===== src/rtl/bus_seq_pkg.sv =====
// rtl/bus_seq_pkg.sv - shared types and encodings for the bus phase sequencer
package bus_seq_pkg;

    localparam int unsigned WAIT_MAX_DEFAULT = 15;

    typedef enum logic [1:0] {
        ST_LO   = 2'd0,
        ST_HI   = 2'd1,
        ST_CTRL = 2'd2,
        ST_WAIT = 2'd3
    } seq_state_t;

    localparam logic [1:0] SEL_ADDR_LO   = 2'd0;
    localparam logic [1:0] SEL_ADDR_HI   = 2'd1;
    localparam logic [1:0] SEL_CTRL      = 2'd2;
    localparam logic [1:0] SEL_CTRL_WAIT = 2'd3;

    localparam int unsigned CTRL_BIT_RW   = 0;
    localparam int unsigned CTRL_BIT_SYNC = 1;
    localparam int unsigned CTRL_BIT_CLK  = 2;
    localparam int unsigned CTRL_BIT_WAIT = 3;

    typedef struct packed {
        logic [15:0] addr;
        logic        rw;
        logic        sync;
    } shadow_t;

    // Upper nibble of the control byte is always zero.
    function automatic logic [7:0] ctrl_byte(
        input logic rw,
        input logic sync,
        input logic clk_level,
        input logic wait_flag
    );
        logic [7:0] b;
        b = 8'h00;
        b[CTRL_BIT_RW]   = rw;
        b[CTRL_BIT_SYNC] = sync;
        b[CTRL_BIT_CLK]  = clk_level;
        b[CTRL_BIT_WAIT] = wait_flag;
        return b;
    endfunction

endpackage


===== src/rtl/wait_timer.sv =====
// rtl/wait_timer.sv - saturating wait-state counter with timeout compare
module wait_timer #(
    parameter int unsigned WAIT_MAX = 15
) (
    input  logic clk,
    input  logic rst,
    input  logic clear,
    input  logic increment,
    output logic expired
);

    localparam int unsigned CW = (WAIT_MAX > 1) ? $clog2(WAIT_MAX) : 1;
    localparam logic [CW-1:0] LAST = CW'(WAIT_MAX - 1);

    logic [CW-1:0] count_q;
    logic [CW-1:0] count_d;

    // Saturates at LAST so the count can never wrap back into range.
    always_comb begin
        count_d = count_q;
        if (clear) begin
            count_d = '0;
        end else if (increment && (count_q != LAST)) begin
            count_d = count_q + 1'b1;
        end
    end

    always_ff @(posedge clk or posedge rst) begin
        if (rst) begin
            count_q <= '0;
        end else begin
            count_q <= count_d;
        end
    end

    assign expired = (count_q == LAST);

endmodule


===== src/rtl/bus_phase_sequencer.sv =====
// rtl/bus_phase_sequencer.sv - multiplexed address/control bus phase sequencer with CPU clock generation
module bus_phase_sequencer
    import bus_seq_pkg::*;
#(
    parameter int unsigned WAIT_MAX = WAIT_MAX_DEFAULT
) (
    input  logic        clk,
    input  logic        rst,
    input  logic        ena,
    input  logic [15:0] cpu_addr,
    input  logic        cpu_rw,
    input  logic        cpu_sync,
    input  logic        ext_wait,
    output logic        cpu_clk,
    output logic [7:0]  mux_out,
    output logic [1:0]  mux_sel,
    output logic        cpu_clk_fall,
    output logic        wait_timeout
);

    seq_state_t state_q, state_d;
    shadow_t    shadow_q, shadow_d;
    logic       cpu_clk_q, cpu_clk_d;
    logic [7:0] mux_out_q, mux_out_d;
    logic [1:0] mux_sel_q, mux_sel_d;
    logic       clk_fall_q, clk_fall_d;
    logic       timeout_q, timeout_d;

    logic       wt_clear;
    logic       wt_inc;
    logic       wt_expired;

    wait_timer #(
        .WAIT_MAX (WAIT_MAX)
    ) u_wait_timer (
        .clk       (clk),
        .rst       (rst),
        .clear     (wt_clear),
        .increment (wt_inc),
        .expired   (wt_expired)
    );

    always_comb begin
        state_d    = state_q;
        shadow_d   = shadow_q;
        cpu_clk_d  = cpu_clk_q;
        mux_out_d  = mux_out_q;
        mux_sel_d  = mux_sel_q;
        clk_fall_d = 1'b0;
        timeout_d  = 1'b0;
        wt_clear   = 1'b0;
        wt_inc     = 1'b0;

        if (ena) begin
            case (state_q)
                ST_LO: begin
                    // Whole address captured at once so the hi byte can't tear.
                    shadow_d.addr = cpu_addr;
                    shadow_d.rw   = cpu_rw;
                    shadow_d.sync = cpu_sync;
                    mux_out_d     = cpu_addr[7:0];
                    mux_sel_d     = SEL_ADDR_LO;
                    state_d       = ST_HI;
                end
                ST_HI: begin
                    mux_out_d = shadow_q.addr[15:8];
                    mux_sel_d = SEL_ADDR_HI;
                    state_d   = ST_CTRL;
                end
                ST_CTRL: begin
                    mux_out_d = ctrl_byte(shadow_q.rw, shadow_q.sync, cpu_clk_q, 1'b0);
                    mux_sel_d = SEL_CTRL;
                    // Wait requests only stretch the high phase.
                    if (cpu_clk_q && ext_wait) begin
                        wt_clear = 1'b1;
                        state_d  = ST_WAIT;
                    end else begin
                        cpu_clk_d  = ~cpu_clk_q;
                        clk_fall_d = cpu_clk_q;
                        state_d    = ST_LO;
                    end
                end
                ST_WAIT: begin
                    mux_out_d = ctrl_byte(shadow_q.rw, shadow_q.sync, cpu_clk_q, 1'b1);
                    mux_sel_d = SEL_CTRL_WAIT;
                    if (!ext_wait || wt_expired) begin
                        cpu_clk_d  = 1'b0;
                        clk_fall_d = cpu_clk_q;
                        timeout_d  = ext_wait;
                        state_d    = ST_LO;
                    end else begin
                        wt_inc = 1'b1;
                    end
                end
                default: begin
                    state_d = ST_LO;
                end
            endcase
        end
    end

    always_ff @(posedge clk or posedge rst) begin
        if (rst) begin
            state_q    <= ST_LO;
            shadow_q   <= '0;
            cpu_clk_q  <= 1'b0;
            mux_out_q  <= 8'h00;
            mux_sel_q  <= SEL_ADDR_LO;
            clk_fall_q <= 1'b0;
            timeout_q  <= 1'b0;
        end else begin
            state_q    <= state_d;
            shadow_q   <= shadow_d;
            cpu_clk_q  <= cpu_clk_d;
            mux_out_q  <= mux_out_d;
            mux_sel_q  <= mux_sel_d;
            clk_fall_q <= clk_fall_d;
            timeout_q  <= timeout_d;
        end
    end

    assign cpu_clk      = cpu_clk_q;
    assign mux_out      = mux_out_q;
    assign mux_sel      = mux_sel_q;
    assign cpu_clk_fall = clk_fall_q;
    assign wait_timeout = timeout_q;

endmodule


===== config.mk =====
export PLATFORM = sky130hd
export DESIGN_NAME = bus_phase_sequencer
export DESIGN_NICKNAME = d
export VERILOG_FILES = /design/src/rtl/bus_seq_pkg.sv /design/src/rtl/wait_timer.sv /design/src/rtl/bus_phase_sequencer.sv
export SDC_FILE = /design/constraint.sdc
export NUM_CORES = 1
export LEC_CHECK = 0
export CORE_MARGIN = 2
export CORE_UTILIZATION = 45
export CTS_BUF_LIST = sky130_fd_sc_hd__clkbuf_2
export CTS_CLUSTER_DIAMETER = 30
export DETAILED_ROUTE_END_ITERATION = 10
export PLACE_DENSITY = 0.78
export SYNTH_ARGS = -nofsm -noshare
export SYNTH_HDL_FRONTEND = slang
export SYNTH_HIERARCHICAL = 1
export SYNTH_SLANG_ARGS = --single-unit

===== constraint.sdc =====
create_clock -name clk -period 1.86 [get_ports clk]
set_input_delay 0.372 -clock clk [delete_from_list [all_inputs] [get_ports clk]]
set_output_delay 0.372 -clock clk [all_outputs]
set_load 0.03 [all_outputs]

==> results.ini <==
[status]
run_status=complete, but fails checks
violations=design-rule violations

[global_route]
overflow=0
grt_pass1_wl_um=4890
grt_max_degree=17
grtUsageTotal_pct=19.3
grt_pass1_vias=1138
antenna_found_initial=0

[sta]
tightest_slew_ns=0.398
fmax_mhz=560
max_slew_margin_pct=73.5
worst_hold_slack_ns=0.182
rsz0062_at_grt=no
setup_viol=0
tns_ns=0
post-route-period-util_pct=96.1
hold_violations=0
finClkSkew_ns=0.0158
slew_viol_final=0
period_needed_ns=1.79

[layout]
antenna_cells=0
area_growth_pct=37.6
instances_no_fill=200
nFillCells=219
final_cell_area_sq_um=1860
layout-drive-gt1-share_pct=21.3
final_nets=192

[worst_setup_path]
cp-start-kind=flop
crit_slowest_cell=clkdlybuf4s50_1
cp_top_family=buffers and inverters
cp.arrival_ns=1.41
worstPathRequired_ns=1.49
critPathMaxStageDelay_ns=0.67
crit_buf_inv=1
path_cells=clkdlybuf4s50_1
criticalPathCategory=flop to output pin
crit_fanout=2
cp-end-kind=output pin

[cts]
clk_path_buf_depth=2
ctsHoldBuffers=0
clkSinkCount=29
cts_tree=built
cts.clk_slew.worst_paths_ns=0.16
h-tree-depth=2
cts_made_buffers=5
cts_root_buffer=clkbuf_2
clk_latency_ns=0.38

[detailed_routing]
firstDrtPassIters=7
first_iter_violations=28
wl_per_cell_um=14.6
vias_per_cell=5.52
routed_wl_um=2910
dr_total_vias=1104
drc=2
ant_nets=0

[logic_synthesis]
netlist.area_leader.share_pct=53.8
ys_seq_elements=29
synth_area_leaders=dfrtp_1 54%, mux2_2 8.3%, mux2i_1 5.2%, inv_1 3.6%, a21oi_1 2.2%
syn_avg_cell_area_sq_um=11.2
synth_ff_type=dfrtp_1
synth.most_common_cell=dfrtp_1
synthArstFlopShare_pct=100
synthTopCellsByCount=29 x dfrtp_1, 13 x inv_1, 10 x mux2_2, 7 x mux2i_1
syn_area_sq_um=1350
syn_nets=145
yosys_warnings=6
synth_edf_count=0
ys_seq_area_share_pct=53.8
synth_cell_types=31
yosysTopAreaCell=dfrtp_1
synth_cells=121

[power]
p_int_w=0.00160
clkPwrFrac_pct=12.3
p_per_area_nw_per_um2=1440
vdd_drop_max_mv=0.858
p_leak_nw=0.925
finalPower_w=0.00267
p_sw_share_pct=39.9
p_switching_w=0.00106
p_comb_share_pct=46.7
p_seq_share_pct=40.9

[floorplan]
num_io_pins=35
die_height_um=58.8
die_x_um=58.8
rows=19
start_util_pct=48.1
core_area_sq_um=2810
die_area_sq_um=3450

[place]
port_buffers=34
place_hpwl_um=2170
placed_area_sq_um=1790
dpl.cell_count=191
gp_congestion=0.777

[min_path]
hp-class=primary input to async pin

[job]
maxCapViolCount=0

-- registers in the layout, indices dropped and copies added, names as in the netlist --
register / cells
cpu_clk: 1
cpu_clk_fall: 1
mux_out: 8
mux_sel: 2
shadow_q: 10
state_q: 2
u_wait_timer/count_q: 4
wait_timeout: 1
-- final timing paths --
check | start | end | slack [ns] | depth (start not counted)
worst max-delay path | mux_sel[0] | mux_sel[0] | 0.07 | 1
worst min-delay path | rst | u_wait_timer/count_q[1] | 0.18 | 2
worst max register to register | u_wait_timer/count_q[0] | u_wait_timer/count_q[1] | 0.15 | 8
worst min register to register | shadow_q[13] | shadow_q[13] | 0.53 | 1
max in group asynchronous | rst | shadow_q[13] | 1.02 | 3
min in group clk | shadow_q[13] | shadow_q[13] | 0.53 | 1
-- cells in the final DEF, fill, tap and decap left out, types with 2 or more instances in the layout --
cell type	instances
clkbuf_2	5
o22ai_1	4
mux2i_1	7
o221ai_1	2
a31oi_1	2
mux2_2	10
nor2_1	4
clkinv_2	2
buf_4	12
inv_1	12
a21oi_1	6
dlymetal6s2s_1	7
nand3_1	4
nand2_1	6
dfrtp_1	29
nand3b_1	2
ha_1	2
nor2b_1	2
o21ai_0	5
clkdlybuf4s50_1	26
-- area by class of cell --
type                       instances  area (sq um)  share of cell area (%)
clock buffer                       5          25.0                    1.35
sequential                        29           726                    39.1
timing repair buffer              46           447                    24.0
multi-input combinational         73           556                    29.9
tap                               31          38.8                    2.09
inverter                          13          48.8                    2.63
clock inverter                     3          17.5                   0.943
-- stage by stage --
| stage | worst slack (ns) | utilization, % |
|---|---|---|
| finish | 0.0734 | 66.2 |
| global placement | 0.0212 | 63.7 |
| detailed placement | 0.000324 | 63.7 |
| floorplan | 0.155 | - |
| CTS | 0.0133 | 65.2 |
| global route | 0.00123 | 66.2 |
-- cell families after synthesis --
logic type               synth area share [%]
buffers and inverters                    5.84
flip-flops                               53.8
adder cells (fa/ha/maj)                  1.85
AO/OA/AOI/OAI                            12.3
AND/OR/NAND/NOR                          12.7
multiplexers                             13.5
-- routing by layer --
metal,vias to the layer above,GRT usage (%),wire (um)
met1,537,22.7,1220
met4,0,8.77,48
met3,8,7.69,207
met2,39,31.1,1430
met5,-,0,0
li1,520,-,-
-- power groups by stage --
stage	clock network [W]	logic (W)	registers, W
2_1_floorplan	0	0.000615	0.00129
3_3_place_gp	0	0.00122	0.00110
3_5_place_dp	0	0.00126	0.00111
4_1_cts	0.000340	0.00125	0.00110
5_1_grt	0.000367	0.00134	0.00113
6_report	0.000329	0.00125	0.00109
-- what timing repair did --
action                                  4_1_cts  5_1_grt
endpoints found under the setup margin        1       11
buffers inserted                              0        1
resized for setup                             1        9
Note: power is estimated with default switching activity, not from simulation.
==> RTL change 1 (same settings) <==
Change the package constant `WAIT_MAX_DEFAULT` from 15 to 30.
--- a/src/rtl/bus_seq_pkg.sv
+++ b/src/rtl/bus_seq_pkg.sv
@@ -1,7 +1,7 @@
 // rtl/bus_seq_pkg.sv - shared types and encodings for the bus phase sequencer
 package bus_seq_pkg;
 
-    localparam int unsigned WAIT_MAX_DEFAULT = 15;
+    localparam int unsigned WAIT_MAX_DEFAULT = 30;
 
     typedef enum logic [1:0] {
         ST_LO   = 2'd0,
Behaviour: same outputs for any inputs over 10 cycles, from zero or initial values and one cycle with rst high; that may be too few to reach the edited logic, so the function may still have changed.
==> RTL change 1 against the original RTL <==
- power up 4.0%
- non-clock buffer count is the same
- die area increased by 5.3%
- core utilization is 2.4 points lower
- count of clock-buffer cells in the layout rose by 2
- critical path type unchanged
- sequential cell count grew 1
- worst hold slack improved by 0.069 ns
- maximum frequency up 1.1%
- cell area increased by 4.0%
- routed wire length is 5.9% higher
- synthesized area is 5.7% higher
- combinational power is 6% higher
- setup slack gained 0.020 ns
- clock skew fell by 0.014 ns
- critical endpoint is now mux_out[4]
==> RTL change 1: results (changes against the original RTL) <==
STA
--------------------------------------------------------------------------------------
Clock Skews .............................................................   0.00176 ns   -0.0140 ns
Number of failing setup endpoints in the final timing report ............            0   unchanged
Rel. slew slack .........................................................        71.2%   -2.2 points

DETAILED ROUTING
--------------------------------------------------------------------------------------
First-pass iteration count of the detailed router .......................            4   -3
Vias/cell ...............................................................         5.11   -7.5%
Total Wirelength ........................................................      3080 um   +5.9%
Initial drt markers .....................................................           14   -50%

POWER
--------------------------------------------------------------------------------------
Peak supply drop ........................................................       781 uV   -8.9%
Leak pwr ................................................................     0.876 nW   -5.3%

CRITICAL PATH
--------------------------------------------------------------------------------------
FF-to-FF path depth .....................................................            9   +1
Launching point of the worst reg2reg path ............................... u_wait_timer/count_q[1]
Reg-to-Reg End .......................................................... u_wait_timer/count_q[3]
Critical path arrival ...................................................      1.39 ns   -0.02 ns
Launching instance or port of the critical path .........................   mux_out[4]
Worst Setup EP ..........................................................   mux_out[4]
Maximum fanout count along the critical path ............................            2   unchanged

OUTCOME
--------------------------------------------------------------------------------------
Status ..................................................................    completed

FINAL LAYOUT
--------------------------------------------------------------------------------------
# nets final ............................................................          198   +3.1%
Fraction of final layout cells with drive strength greater than 1 .......        21.8%   +0.54 points
Number of diodes ........................................................            0   unchanged
Cell Count, Final, Fillers Out ..........................................          218   +9.0%
Max reg flops ...........................................................           10   unchanged
Fill cell instance count of the final layout ............................          257   +17%

YOSYS
--------------------------------------------------------------------------------------
Commonest cells in the netlist .......................................... dfrtp_1, inv_1, mux2_2
Portion of the post-synthesis area used by sequential elements ..........        52.6%   -1.2 points
Number of distinct library cells after synthesis ........................           35   +13%
Gate count of the mapped netlist ........................................          127   +5.0%
Fraction of registers with async set or reset after synthesis ...........         100%   unchanged
Post-synthesis cell area ................................................     1430 um2   +5.7%
Net count after synthesis ...............................................          151   +4.1%
Area contributors post-synth ............................................ dfrtp_1, mux2_2, mux2i_1, inv_1, buf_2

CLOCKING
--------------------------------------------------------------------------------------
Number of CTS-inserted buffers ..........................................            5   unchanged
Clock Latency Late Sink .................................................      0.34 ns   -0.04 ns
Clock slew at the register clock pins of the worst setup and hold paths .      0.13 ns   -0.03 ns

GLOBAL ROUTE
--------------------------------------------------------------------------------------
Global-route usage over all layers ......................................        18.9%   -0.45 points
Global-route wire length before repair ..................................      4950 um   +1.4%
Number of global-route vias before repair ...............................         1116   -1.9%
Maximum number of pins on one net before global-route repair ............           26   +9

PLACE
--------------------------------------------------------------------------------------
Placed Cells incl. Taps .................................................          209   +9.4%
Buffers on Ports ........................................................           34   unchanged
Placer Congestion .......................................................        0.793   +2.1%
Placement-stage cell area ...............................................     1870 um2   +4.8%
Detail Placement HPWL ...................................................      2330 um   +7.4%

MIN PATH
--------------------------------------------------------------------------------------
Hold Path Class ......................................................... input port to asynchronous set/reset pin

[RTL change 1: worst min path at each step]
stage	start	end	slack, ns	cells after the start
final	rst	u_wait_timer/count_q[2]	0.25	2
after floorplan	rst	u_wait_timer/count_q[0]	0.15	1
after global routing	rst	u_wait_timer/count_q[1]	0.24	2
after global placement	shadow_q[10]	shadow_q[10]	0.49	1
after CTS	rst	u_wait_timer/count_q[1]	0.24	2
after detailed placement	shadow_q[10]	shadow_q[10]	0.50	1
[RTL change 1: timing repair]
item                       CTS  global route
setup buffers                0             2
gates resized for setup      1             3
hold buffers                 0             0
setup endpoints to repair    1             2
hold endpoints to repair     0             0
[RTL change 1: stage by stage]
step | power, W | setup WS [ns] | hold slack, ns | util [%]
6_report | 0.00277 | 0.0932 | 0.251 | 63.8
3_5_place_dp | 0.00247 | 0.0241 | 0.500 | 61.9
4_1_cts | 0.00276 | 0.0578 | 0.236 | 63.0
5_1_grt | 0.00296 | 0.0183 | 0.243 | 63.8
2_1_floorplan | 0.00198 | 0.154 | 0.151 | -
3_3_place_gp | 0.00239 | 0.0380 | 0.489 | 61.9
[RTL change 1: cell type report]
type	instances	area share [%]
flip-flops and latches	30	38.8
multi-input cells	77	31.6
repair buffers	46	22.2
well taps	44	2.85
inverters	14	2.72
clock buffers	7	1.81
[RTL change 1: cells by family (layout without fill, tap and decap cells)]
logic type,Yosys count,in the layout,share of synthesized area [%]
flops,30,30,52.6
buf+inv,20,67,5.78
simple gates,32,32,15.0
fa+ha+maj,2,2,1.75
mux,17,17,12.8
compound gates,26,26,12.1
[RTL change 1: routing by layer]
layer | vias to the layer above | track usage [%] | routed length [um]
li1 | 539 | - | -
met1 | 537 | 22.5 | 1280
met2 | 32 | 31.4 | 1600
met3 | 5 | 5.63 | 156
met4 | 0 | 8.57 | 44
met5 | - | 0 | 0
[RTL change 1: power by group]
group,total (W),switching [W],internal [W]
clock network,0.000292,0.000194,0.0000980
logic,0.00132,0.000662,0.000656
registers,0.00116,0.000228,0.000935
total,0.00277,0.00108,0.00169
==> RTL change 2 (same settings) <==
Made on the original files. The output `wait_timeout` loses its register stage (`timeout_q` becomes a continuous assignment).
--- a/src/rtl/bus_phase_sequencer.sv
+++ b/src/rtl/bus_phase_sequencer.sv
@@ -107,7 +107,6 @@
             mux_out_q  <= 8'h00;
             mux_sel_q  <= SEL_ADDR_LO;
             clk_fall_q <= 1'b0;
-            timeout_q  <= 1'b0;
         end else begin
             state_q    <= state_d;
             shadow_q   <= shadow_d;
@@ -115,9 +114,10 @@
             mux_out_q  <= mux_out_d;
             mux_sel_q  <= mux_sel_d;
             clk_fall_q <= clk_fall_d;
-            timeout_q  <= timeout_d;
         end
     end
+
+    assign timeout_q = timeout_d;
 
     assign cpu_clk      = cpu_clk_q;
     assign mux_out      = mux_out_q;
Behaviour: no difference found for any inputs over 10 cycles, from zero or initial values and one cycle with rst high; that may be too few to reach the edited logic, so the function may still have changed.
==> RTL change 2 against the original RTL <==
- the run ends with negative setup slack left
- critical path type unchanged
- cell count fell by 1.5%
- synthesized area fell by 1.9%
- register-to-register slack got worse by 0.02 ns
- power rose by 0.80%
- first-iteration DRC count fell by 64%
- cell area rose by 0.74%
- sequential cell count fell by 1
- setup slack got worse by 0.15 ns
- routed wire length barely moved
==> RTL change 2: results (changes against the original RTL) <==
POWER
--------------------------------------------------------------------------------------
Switching share of power ................................................        38.1%   -1.8 points
Leak pwr ................................................................     0.935 nW   +1.1%
Peak supply drop ........................................................       983 uV   +15%

YOSYS
--------------------------------------------------------------------------------------
Net count after synthesis ...............................................          144   -0.69%
Commonest cells in the netlist .......................................... dfrtp_1, inv_1, mux2_2
Portion of the post-synthesis area used by sequential elements ..........        52.9%   -0.87 points
Area contributors post-synth ............................................ dfrtp_1, mux2_2, mux2i_1, inv_1, a21oi_1
Gate count of the mapped netlist ........................................          120   -0.83%

STA
--------------------------------------------------------------------------------------
Rel. slew slack .........................................................        77.0%   +3.6 points
Clock Skews .............................................................    0.0147 ns   -0.00107 ns
Setup_tns ...............................................................   -0.0784 ns   -0.0784 ns
Number of failing setup endpoints in the final timing report ............            1   +1
Worst path setup slack after routing ....................................   -0.0784 ns   -0.152 ns

CRITICAL PATH
--------------------------------------------------------------------------------------
Maximum fanout count along the critical path ............................            3   +1
Worst setup slack for register-to-register paths ........................      0.13 ns   -0.02 ns
Reg-to-Reg End .......................................................... u_wait_timer/count_q[3]
Critical path arrival ...................................................      1.57 ns   +0.16 ns

CLOCKING
--------------------------------------------------------------------------------------
Maximum count of clock buffers along a single path ......................            2   unchanged
Clock root buffer .......................................................     clkbuf_2
Clock slew at the register clock pins of the worst setup and hold paths .      0.26 ns   +0.10 ns
Number of CTS-inserted buffers ..........................................            3   -2
Number of H-tree levels .................................................            1   -1

DETAILED ROUTING
--------------------------------------------------------------------------------------
Initial drt markers .....................................................           10   -64%
Vias/cell ...............................................................         5.49   -0.59%
WL per Instance .........................................................      14.8 um   +1.6%
Vias after detailed routing .............................................         1081   -2.1%
First-pass iteration count of the detailed router .......................            4   -3

FINAL LAYOUT
--------------------------------------------------------------------------------------
Number of diodes ........................................................            0   unchanged
# nets final ............................................................          191   -0.52%
Fraction of final layout cells with drive strength greater than 1 .......        23.5%   +2.2 points

OUTCOME
--------------------------------------------------------------------------------------
Status .................................................................. finished with violations
Violations in the final reports ......................................... negative setup slack

PLACE
--------------------------------------------------------------------------------------
Pre-CTS setup slack .....................................................    0.0212 ns   +0.0209 ns
Placed Cells incl. Taps .................................................          190   -0.52%
Detail Placement HPWL ...................................................      2130 um   -1.8%
Placer Congestion .......................................................        0.813   +4.6%

GLOBAL ROUTE
--------------------------------------------------------------------------------------
Global-route wire length before repair ..................................      4860 um   -0.43%
Global-route usage over all layers ......................................        18.9%   -0.41 points
Maximum number of pins on one net before global-route repair ............           17   unchanged
Number of global-route vias before repair ...............................         1094   -3.9%

MIN PATH
--------------------------------------------------------------------------------------
Hold Path Class ......................................................... input port to asynchronous set/reset pin

[RTL change 2: changes by cell type after synthesis, sizes merged]
cell,delta
dfrtp,-1
[RTL change 2: cell families after synthesis]
family | after synthesis | synth area share (%)
flops | 28 | 52.9
compound gates | 26 | 12.6
simple gates | 28 | 12.9
fa+ha+maj | 2 | 1.89
mux | 17 | 13.8
buf+inv | 19 | 5.95
[RTL change 2: metrics by stage]
stage	total power [W]	cell area, um2	hold slack [ns]	utilization [%]
final	0.00269	1870	0.196	67.3
after global routing	0.00288	1870	0.177	67.3
after CTS	0.00269	1830	0.173	65.6
after detailed placement	0.00233	1760	0.496	63.2
after global placement	0.00228	1760	0.490	63.2
after floorplan	0.00188	1330	0.138	-
[RTL change 2: worst max path at each step]
stage / start / to / depth (start not counted)
CTS: u_wait_timer/count_q[0] / wait_timeout / 7
global route: u_wait_timer/count_q[0] / wait_timeout / 7
detailed placement: ena / u_wait_timer/count_q[3] / 6
global placement: ena / u_wait_timer/count_q[1] / 6
finish: u_wait_timer/count_q[0] / wait_timeout / 7
floorplan: u_wait_timer/count_q[0] / wait_timeout / 6
[RTL change 2: area by class of cell]
cell class / count / area [um2]
inverters: 13 / 48.8
well taps: 31 / 38.8
repair buffers: 48 / 458
clock inverters: 1 / 30.0
clock buffers: 3 / 15.0
fillers: 217 / 910
multi-input cells: 73 / 581
flip-flops and latches: 28 / 701
[RTL change 2: timing repair]
item | 4_1_cts | 5_1_grt
setup endpoints to repair | 6 | 9
hold buffers | 0 | 0
buffers inserted | 3 | 0
pin swaps | 0 | 1
gates resized for setup | 8 | 13
[RTL change 2: routing by layer]
| metal | GRT usage [%] | wire length (um) |
|---|---|---|
| met1 | 24.0 | 1190 |
| met2 | 33.4 | 1540 |
| met3 | 2.23 | 144 |
| met4 | 5.98 | 36 |
| met5 | 0 | 0 |
[RTL change 2: worst max-delay path, stage by stage, from the launching register on]
cell	delay (ns)
dfrtp_1	0.46
inv_2	0.10
ha_4	0.15
nand3_4	0.08
inv_2	0.07
nand2_2	0.07
nor2_2	0.13
buf_6	0.14
[RTL change 2: power groups by stage]
stage / clock network [W] / registers (W) / logic, W
final: 0.000366 / 0.00107 / 0.00125
after global routing: 0.000398 / 0.00112 / 0.00136
after CTS: 0.000378 / 0.00106 / 0.00125
after detailed placement: 0 / 0.00108 / 0.00125
after global placement: 0 / 0.00107 / 0.00122
after floorplan: 0 / 0.00126 / 0.000615
